--- src/rtl/vending_machine_change.sv ---
// vending_machine_change: coin-credit vending FSM with dispense, change pulses and refund; VEND_TIMEOUT_EN adds idle auto-refund
module vending_machine_change #(
    parameter int                       NUM_COINS       = 3,
    parameter logic [8*NUM_COINS-1:0]   COIN_VALS       = {8'd15, 8'd10, 8'd5},
    parameter int                       PRICE           = 15,
    parameter int                       CREDIT_W        = 7,
    parameter int                       CHANGE_UNIT     = 5,
    parameter int                       DEBOUNCE_CYCLES = 1_000_000,
    parameter int                       DISPENSE_CYCLES = 200_000_000,
    parameter int                       CHANGE_GAP      = 50_000_000,
    parameter int                       TIMEOUT_CYCLES  = 1_000_000_000
) (
    input  logic                  clk,
    input  logic                  reset,
    input  logic [NUM_COINS-1:0]  coin_in,
    input  logic                  cancel,
    output logic                  newspaper,
    output logic                  change_pulse,
    output logic                  coin_reject,
    output logic                  busy,
    output logic [CREDIT_W-1:0]   credit
);
    localparam int NI = NUM_COINS + 1;
    localparam int DW = $clog2(DEBOUNCE_CYCLES + 1);
    localparam int TW = $clog2((DISPENSE_CYCLES > CHANGE_GAP ? DISPENSE_CYCLES : CHANGE_GAP) + 1);
    localparam int SW = CREDIT_W + 8 + $clog2(NUM_COINS + 1);
    localparam logic [CREDIT_W-1:0] CMAX = '1;
    localparam logic [CREDIT_W-1:0] P    = CREDIT_W'(PRICE);
    localparam logic [CREDIT_W-1:0] U    = CREDIT_W'(CHANGE_UNIT);

    typedef enum logic [1:0] {IDLE, DISPENSE, CHANGE, REFUND} state_t;

    state_t                state_q, state_d;
    logic [NI-1:0]         sync1_q, sync2_q, stab_q, stab_d, prev_q, edg;
    logic [DW-1:0]         db_cnt_q [NI];
    logic [DW-1:0]         db_cnt_d [NI];
    logic [TW-1:0]         tmr_q, tmr_d;
    logic [CREDIT_W-1:0]   credit_q, credit_d, credit_sat;
    logic [SW-1:0]         sum_w;
    logic [NUM_COINS-1:0]  coin_edg;
`ifdef VEND_TIMEOUT_EN
    localparam int OW = $clog2(TIMEOUT_CYCLES + 1);
    logic [OW-1:0]         to_q, to_d;
`endif

    assign edg          = stab_q & ~prev_q;
    assign coin_edg     = edg[NUM_COINS-1:0];
    assign newspaper    = (state_q == DISPENSE);
    assign busy         = (state_q != IDLE);
    assign coin_reject  = busy && (|coin_edg);
    assign change_pulse = (state_q == CHANGE || state_q == REFUND) && credit_q >= U && tmr_q == '0;
    assign credit       = credit_q;

    // debounce: a synchronized level must differ from the stable level for DEBOUNCE_CYCLES cycles to be taken
    always_comb begin
        stab_d = stab_q;
        for (int k = 0; k < NI; k++) begin
            db_cnt_d[k] = '0;
            if (sync2_q[k] != stab_q[k]) begin
                if (db_cnt_q[k] == DW'(DEBOUNCE_CYCLES - 1)) stab_d[k] = sync2_q[k];
                else db_cnt_d[k] = db_cnt_q[k] + 1'b1;
            end
        end
    end

    // credit plus all coin edges of this cycle, clamped at the register maximum
    always_comb begin
        sum_w = SW'(credit_q);
        for (int k = 0; k < NUM_COINS; k++)
            sum_w = coin_edg[k] ? sum_w + SW'(COIN_VALS[8*k +: 8]) : sum_w;
        credit_sat = (sum_w > SW'(CMAX)) ? CMAX : sum_w[CREDIT_W-1:0];
    end

    // next state, credit and shared dispense/gap timer
    always_comb begin
        state_d  = state_q;
        credit_d = credit_q;
        tmr_d    = '0;
`ifdef VEND_TIMEOUT_EN
        to_d     = '0;
`endif
        case (state_q)
            IDLE: begin
                credit_d = credit_sat;
                if (edg[NUM_COINS] && credit_q != '0) begin
                    credit_d = credit_q;
                    state_d  = REFUND;
                end else if (credit_q >= P) begin
                    credit_d = credit_sat - P;
                    state_d  = DISPENSE;
                end
`ifdef VEND_TIMEOUT_EN
                else if (credit_q != '0 && !(|coin_edg)) begin
                    if (to_q == OW'(TIMEOUT_CYCLES - 1)) state_d = REFUND;
                    else to_d = to_q + 1'b1;
                end
`endif
            end
            DISPENSE: begin
                if (tmr_q == TW'(DISPENSE_CYCLES - 1)) begin
                    state_d  = (credit_q >= U) ? CHANGE : IDLE;
                    credit_d = (credit_q >= U) ? credit_q : '0;
                end else begin
                    tmr_d = tmr_q + 1'b1;
                end
            end
            CHANGE, REFUND: begin
                if (credit_q < U) begin
                    credit_d = '0;
                    state_d  = IDLE;
                end else begin
                    tmr_d    = (tmr_q == TW'(CHANGE_GAP - 1)) ? '0 : tmr_q + 1'b1;
                    credit_d = (tmr_q == '0) ? credit_q - U : credit_q;
                end
            end
            default: state_d = IDLE;
        endcase
    end

    // registers with synchronous active-low reset, including synchronizers and debouncers
    always_ff @(posedge clk) begin
        if (!reset) begin
            state_q  <= IDLE;
            credit_q <= '0;
            tmr_q    <= '0;
            sync1_q  <= '0;
            sync2_q  <= '0;
            stab_q   <= '0;
            prev_q   <= '0;
            for (int k = 0; k < NI; k++) db_cnt_q[k] <= '0;
`ifdef VEND_TIMEOUT_EN
            to_q     <= '0;
`endif
        end else begin
            state_q  <= state_d;
            credit_q <= credit_d;
            tmr_q    <= tmr_d;
            sync1_q  <= {cancel, coin_in};
            sync2_q  <= sync1_q;
            stab_q   <= stab_d;
            prev_q   <= stab_q;
            for (int k = 0; k < NI; k++) db_cnt_q[k] <= db_cnt_d[k];
`ifdef VEND_TIMEOUT_EN
            to_q     <= to_d;
`endif
        end
    end
endmodule

--- config.mk ---
export PLATFORM = sky130hd
export DESIGN_NAME = vending_machine_change
export DESIGN_NICKNAME = d
export VERILOG_FILES = /design/src/rtl/vending_machine_change.sv
export SDC_FILE = /design/constraint.sdc
export NUM_CORES = 1
export LEC_CHECK = 0
export ABC_CLOCK_PERIOD_IN_PS = 9490
export CAP_MARGIN = 10
export CORE_MARGIN = 3
export CORE_UTILIZATION = 25
export DETAILED_ROUTE_END_ITERATION = 7
export PLACE_DENSITY = 0.35
export RECOVER_POWER = 100
export SETUP_SLACK_MARGIN = 0.3
export SYNTH_ARGS = -nofsm -noshare
export SYNTH_HDL_FRONTEND = slang
export SYNTH_SLANG_ARGS = --single-unit
--- constraint.sdc ---
create_clock -name clk -period 9.49 [get_ports clk]
set_input_delay 0.949 -clock clk [delete_from_list [all_inputs] [get_ports clk]]
set_output_delay 0.949 -clock clk [all_outputs]
set_load 0.02 [all_outputs]
==> impl_metrics.tcl <==
set metrics [dict create \
    coreArea_um2 26100 \
    synth_top_area_share_pct 40.1 \
    synth_mux_area_share_pct 1.24 \
    syn_area_per_cell_um2 8.56 \
    post-route-period-util_pct 42.0 \
    slowest_stage "dlygate4sd3_1" \
    numClockSinks 133 \
    tightest_slew_ns 1.28 \
    post-cts-setup-buffers 0 \
    setup_viol 0 \
    post_cts_resized 0 \
    synth_top_family_by_area "simple AND/OR/NAND/NOR gates" \
    p_int_mw 1.10 \
    antenna_found_initial 0 \
    die_height_um 169 \
    netSwitchingPower_mw 0.477 \
    cp_slowest_stage_delay_ns 0.67 \
    gr-total-overflow 0 \
    cp.arrival_ns 3.04 \
    die-area_um2 28600 \
    pwr-share-seq_pct 38.2 \
    path_cells "or4_1 > nor4_1 > nand4_1 > nor4_1 > and3_1 > dlygate4sd3_1" \
    synth.yosys.seq_area_share_pct 40.1 \
    dr_total_vias 5235 \
    p_leak_nw 2.65 \
    synth-simple-area-share_pct 29.1 \
    drive_gt1_share_pct 5.96 \
    critPathRequiredTime_ns 8.54 \
    routedWlPerCell_um 13.6 \
    status "completed" \
    port_buffers 16 \
    clock_latency_ns 0.41 \
    finalSetupTns_ns 0 \
    cts_inserted_buffers 17 \
    rsz0062_at_grt "false" \
    skew_ns 0.0127 \
    ir_drop_v 0.0000887 \
    synth_edf_count 0 \
    start_util_pct 25.5 \
    synth_warnings 0 \
    grt_pass1_wl_um 26200 \
    power_density_nw_per_um2 204 \
    gp_congestion 0.763 \
    synth_compound_area_share_pct 7.53 \
    synth_adder_area_share_pct 2.26 \
    globalRouteTotalUtil_pct 11.2 \
    h-tree-depth 4 \
    route.detailed.drc 0 \
    async_flop_share_pct 0 \
    drtIter0Drc 245 \
    max_freq_ghz 0.251 \
    critPathMaxFanout 3 \
    crit_type "reg2out" \
    maxCapViolations 0 \
    grt_pass1_vias 5166 \
    areaGrowthSynthToFinish_pct 16.3 \
    p_clk_share_pct 43.7 \
    dr.pass1.iters 4 \
    min_path_type "reg2reg" \
    dieWidth_um 169 \
    synth_cells 776 \
    nFillCells 2802 \
    yosysTopAreaCell "dfxtp_1" \
    cp-start-kind "flip-flop" \
    crit_top_cell "nor4_1" \
    clockBufferDepth 2 \
    synthXorXnorAreaFrac_pct 17.1 \
    synth.area.top_cells "dfxtp_1, xor2_1, nor2_1" \
    ys_ff_latch 133 \
    dpl_cell_area_um2 7160 \
    final_antenna_net_count 0 \
    endpoint_kind "output port" \
    routed_wl_um 15500 \
    n_antenna_cell 0 \
    slew_viol_final 0 \
    finalCriticalPeriod_ns 3.98 \
    grt_max_degree 32 \
    cts_hold_buf 0 \
    synthFlopType "dfxtp_1" \
    netlist_area_um2 6650 \
    cts_tree "yes" \
    finalHoldViolations 0 \
    combPwrFrac_pct 18.1 \
    rows 59 \
    relSlewSlack_pct 14.7 \
    cts-root-buf "clkbuf_16" \
    boundaryPins 17 \
    fin_nets 810 \
    finish.instance_area_um2 7730 \
    clk_pin_slew_ns 0.06 \
    dp_hpwl_um 11000 \
    vias_per_cell 4.59 \
    synthesis.nets 794 \
    swShare_pct 30.3 \
    synth.distinct_cells 69 \
]
power by group through the flow:
stage | Sequential, mW | Clock [mW] | Combinational [mW]
finish | 0.602 | 0.688 | 0.285
global route | 0.605 | 0.741 | 0.318
CTS | 0.602 | 0.714 | 0.300
detailed placement | 0.614 | 0 | 0.297
global placement | 0.613 | 0 | 0.301
floorplan | 0.604 | 0 | 0.221
stage by stage:
step | std cells | util (%) | setup slack, ns | hold WS (ns) | power [mW]
final | 1140 | 29.7 | 5.51 | 0.435 | 1.58
after global routing | 1140 | 29.7 | 5.09 | 0.451 | 1.66
after CTS | 1140 | 29.8 | 5.49 | 0.435 | 1.62
after detailed placement | 1108 | 27.5 | 5.90 | 0.424 | 0.912
after global placement | 1108 | 27.5 | 5.97 | 0.428 | 0.914
after floorplan | 776 | - | 6.14 | 0.412 | 0.825
metal layers:
metal  up-vias  GRT usage (%)  wire length, um
met4         0           4.09              255
met5         -              0                0
met1      2486           14.5             7590
met3        18           2.52              373
met2        51           18.3             7240
li1       2680              -                -
synthesized netlist by cell type, types with 2 or more instances:
library cell and n:
nor2_1 142, dfxtp_1 133, xor2_1 72, nand3_1 55, xnor2_1 50, nand2_1 48
inv_1 24, and3_1 22, nand4_1 21, nor3_1 18, o21ai_0 17, clkbuf_1 16
and2_1 14, a21oi_1 13, ha_1 12, nor2b_1 10, and4_1 9, mux2i_1 6
nor4_1 6, or3_1 6, a31oi_1 5, nand2b_1 5, nand3b_1 5, nor4b_1 5
buf_2 4, a21boi_0 3, o21ai_1 3, or4_1 3, a21boi_1 2, a21o_1 2
a32oi_1 2, and2_4 2, and3b_1 2, nor4b_2 2, o211ai_1 2, o21ai_2 2
layout make-up:
class | count | area [um2] | area share [%]
tap | 335 | 419 | 5.42
sequential | 133 | 2660 | 34.5
clock buffer | 19 | 453 | 5.86
multi-input combinational | 598 | 3780 | 48.9
inverter | 24 | 90.1 | 1.17
clock inverter | 13 | 159 | 2.06
timing repair buffer | 18 | 168 | 2.17
final timing paths:
path	startpoint	slack (ns)	depth (start not counted)	endpoint
setup / recovery	tmr_q[11]$_SDFF_PN0_	5.51	6	change_pulse
hold / removal	sync1_q[3]$_SDFF_PN0_	0.44	1	sync2_q[3]$_SDFF_PN0_
setup reg to reg	credit[0]$_SDFFE_PN0P_	5.55	15	credit[6]$_SDFFE_PN0P_
hold reg to reg	sync1_q[3]$_SDFF_PN0_	0.44	1	sync2_q[3]$_SDFF_PN0_
layout by cell type, fill, tap and decap left out, types with 10 or more instances in the layout:
master / n
nor2b_1: 10
xor2_1: 72
dlygate4sd3_1: 12
clkbuf_16: 17
nor2_1: 142
nand2_1: 48
a21oi_1: 13
nand3_1: 56
xnor2_1: 50
dfxtp_1: 133
and3_1: 22
o21ai_0: 17
nand4_1: 21
ha_1: 12
inv_1: 24
nor3_1: 18
logic make-up (layout without fill, tap and decap cells):
logic type / count (synthesis) / in the layout
fa+ha+maj: 12 / 12
buf+inv: 45 / 74
compound gates: 71 / 71
flops: 133 / 133
simple gates: 383 / 383
mux: 7 / 7
xor+xnor: 125 / 125
registers in the layout, summed over array words and instances, names as in the netlist:
signal    cells
db_cnt_q     80
tmr_q        28
credit        7
prev_q        4
stab_q        4
sync1_q       4
sync2_q       4
state_q       2
worst max-delay path: cells and delay by family, from the launching register on:
family	cells	cell delay, ns
buffers and inverters	1	0.67
AND/OR/NAND/NOR	5	1.63
flip-flops	1	0.33
(Power assumes the default switching activity.)
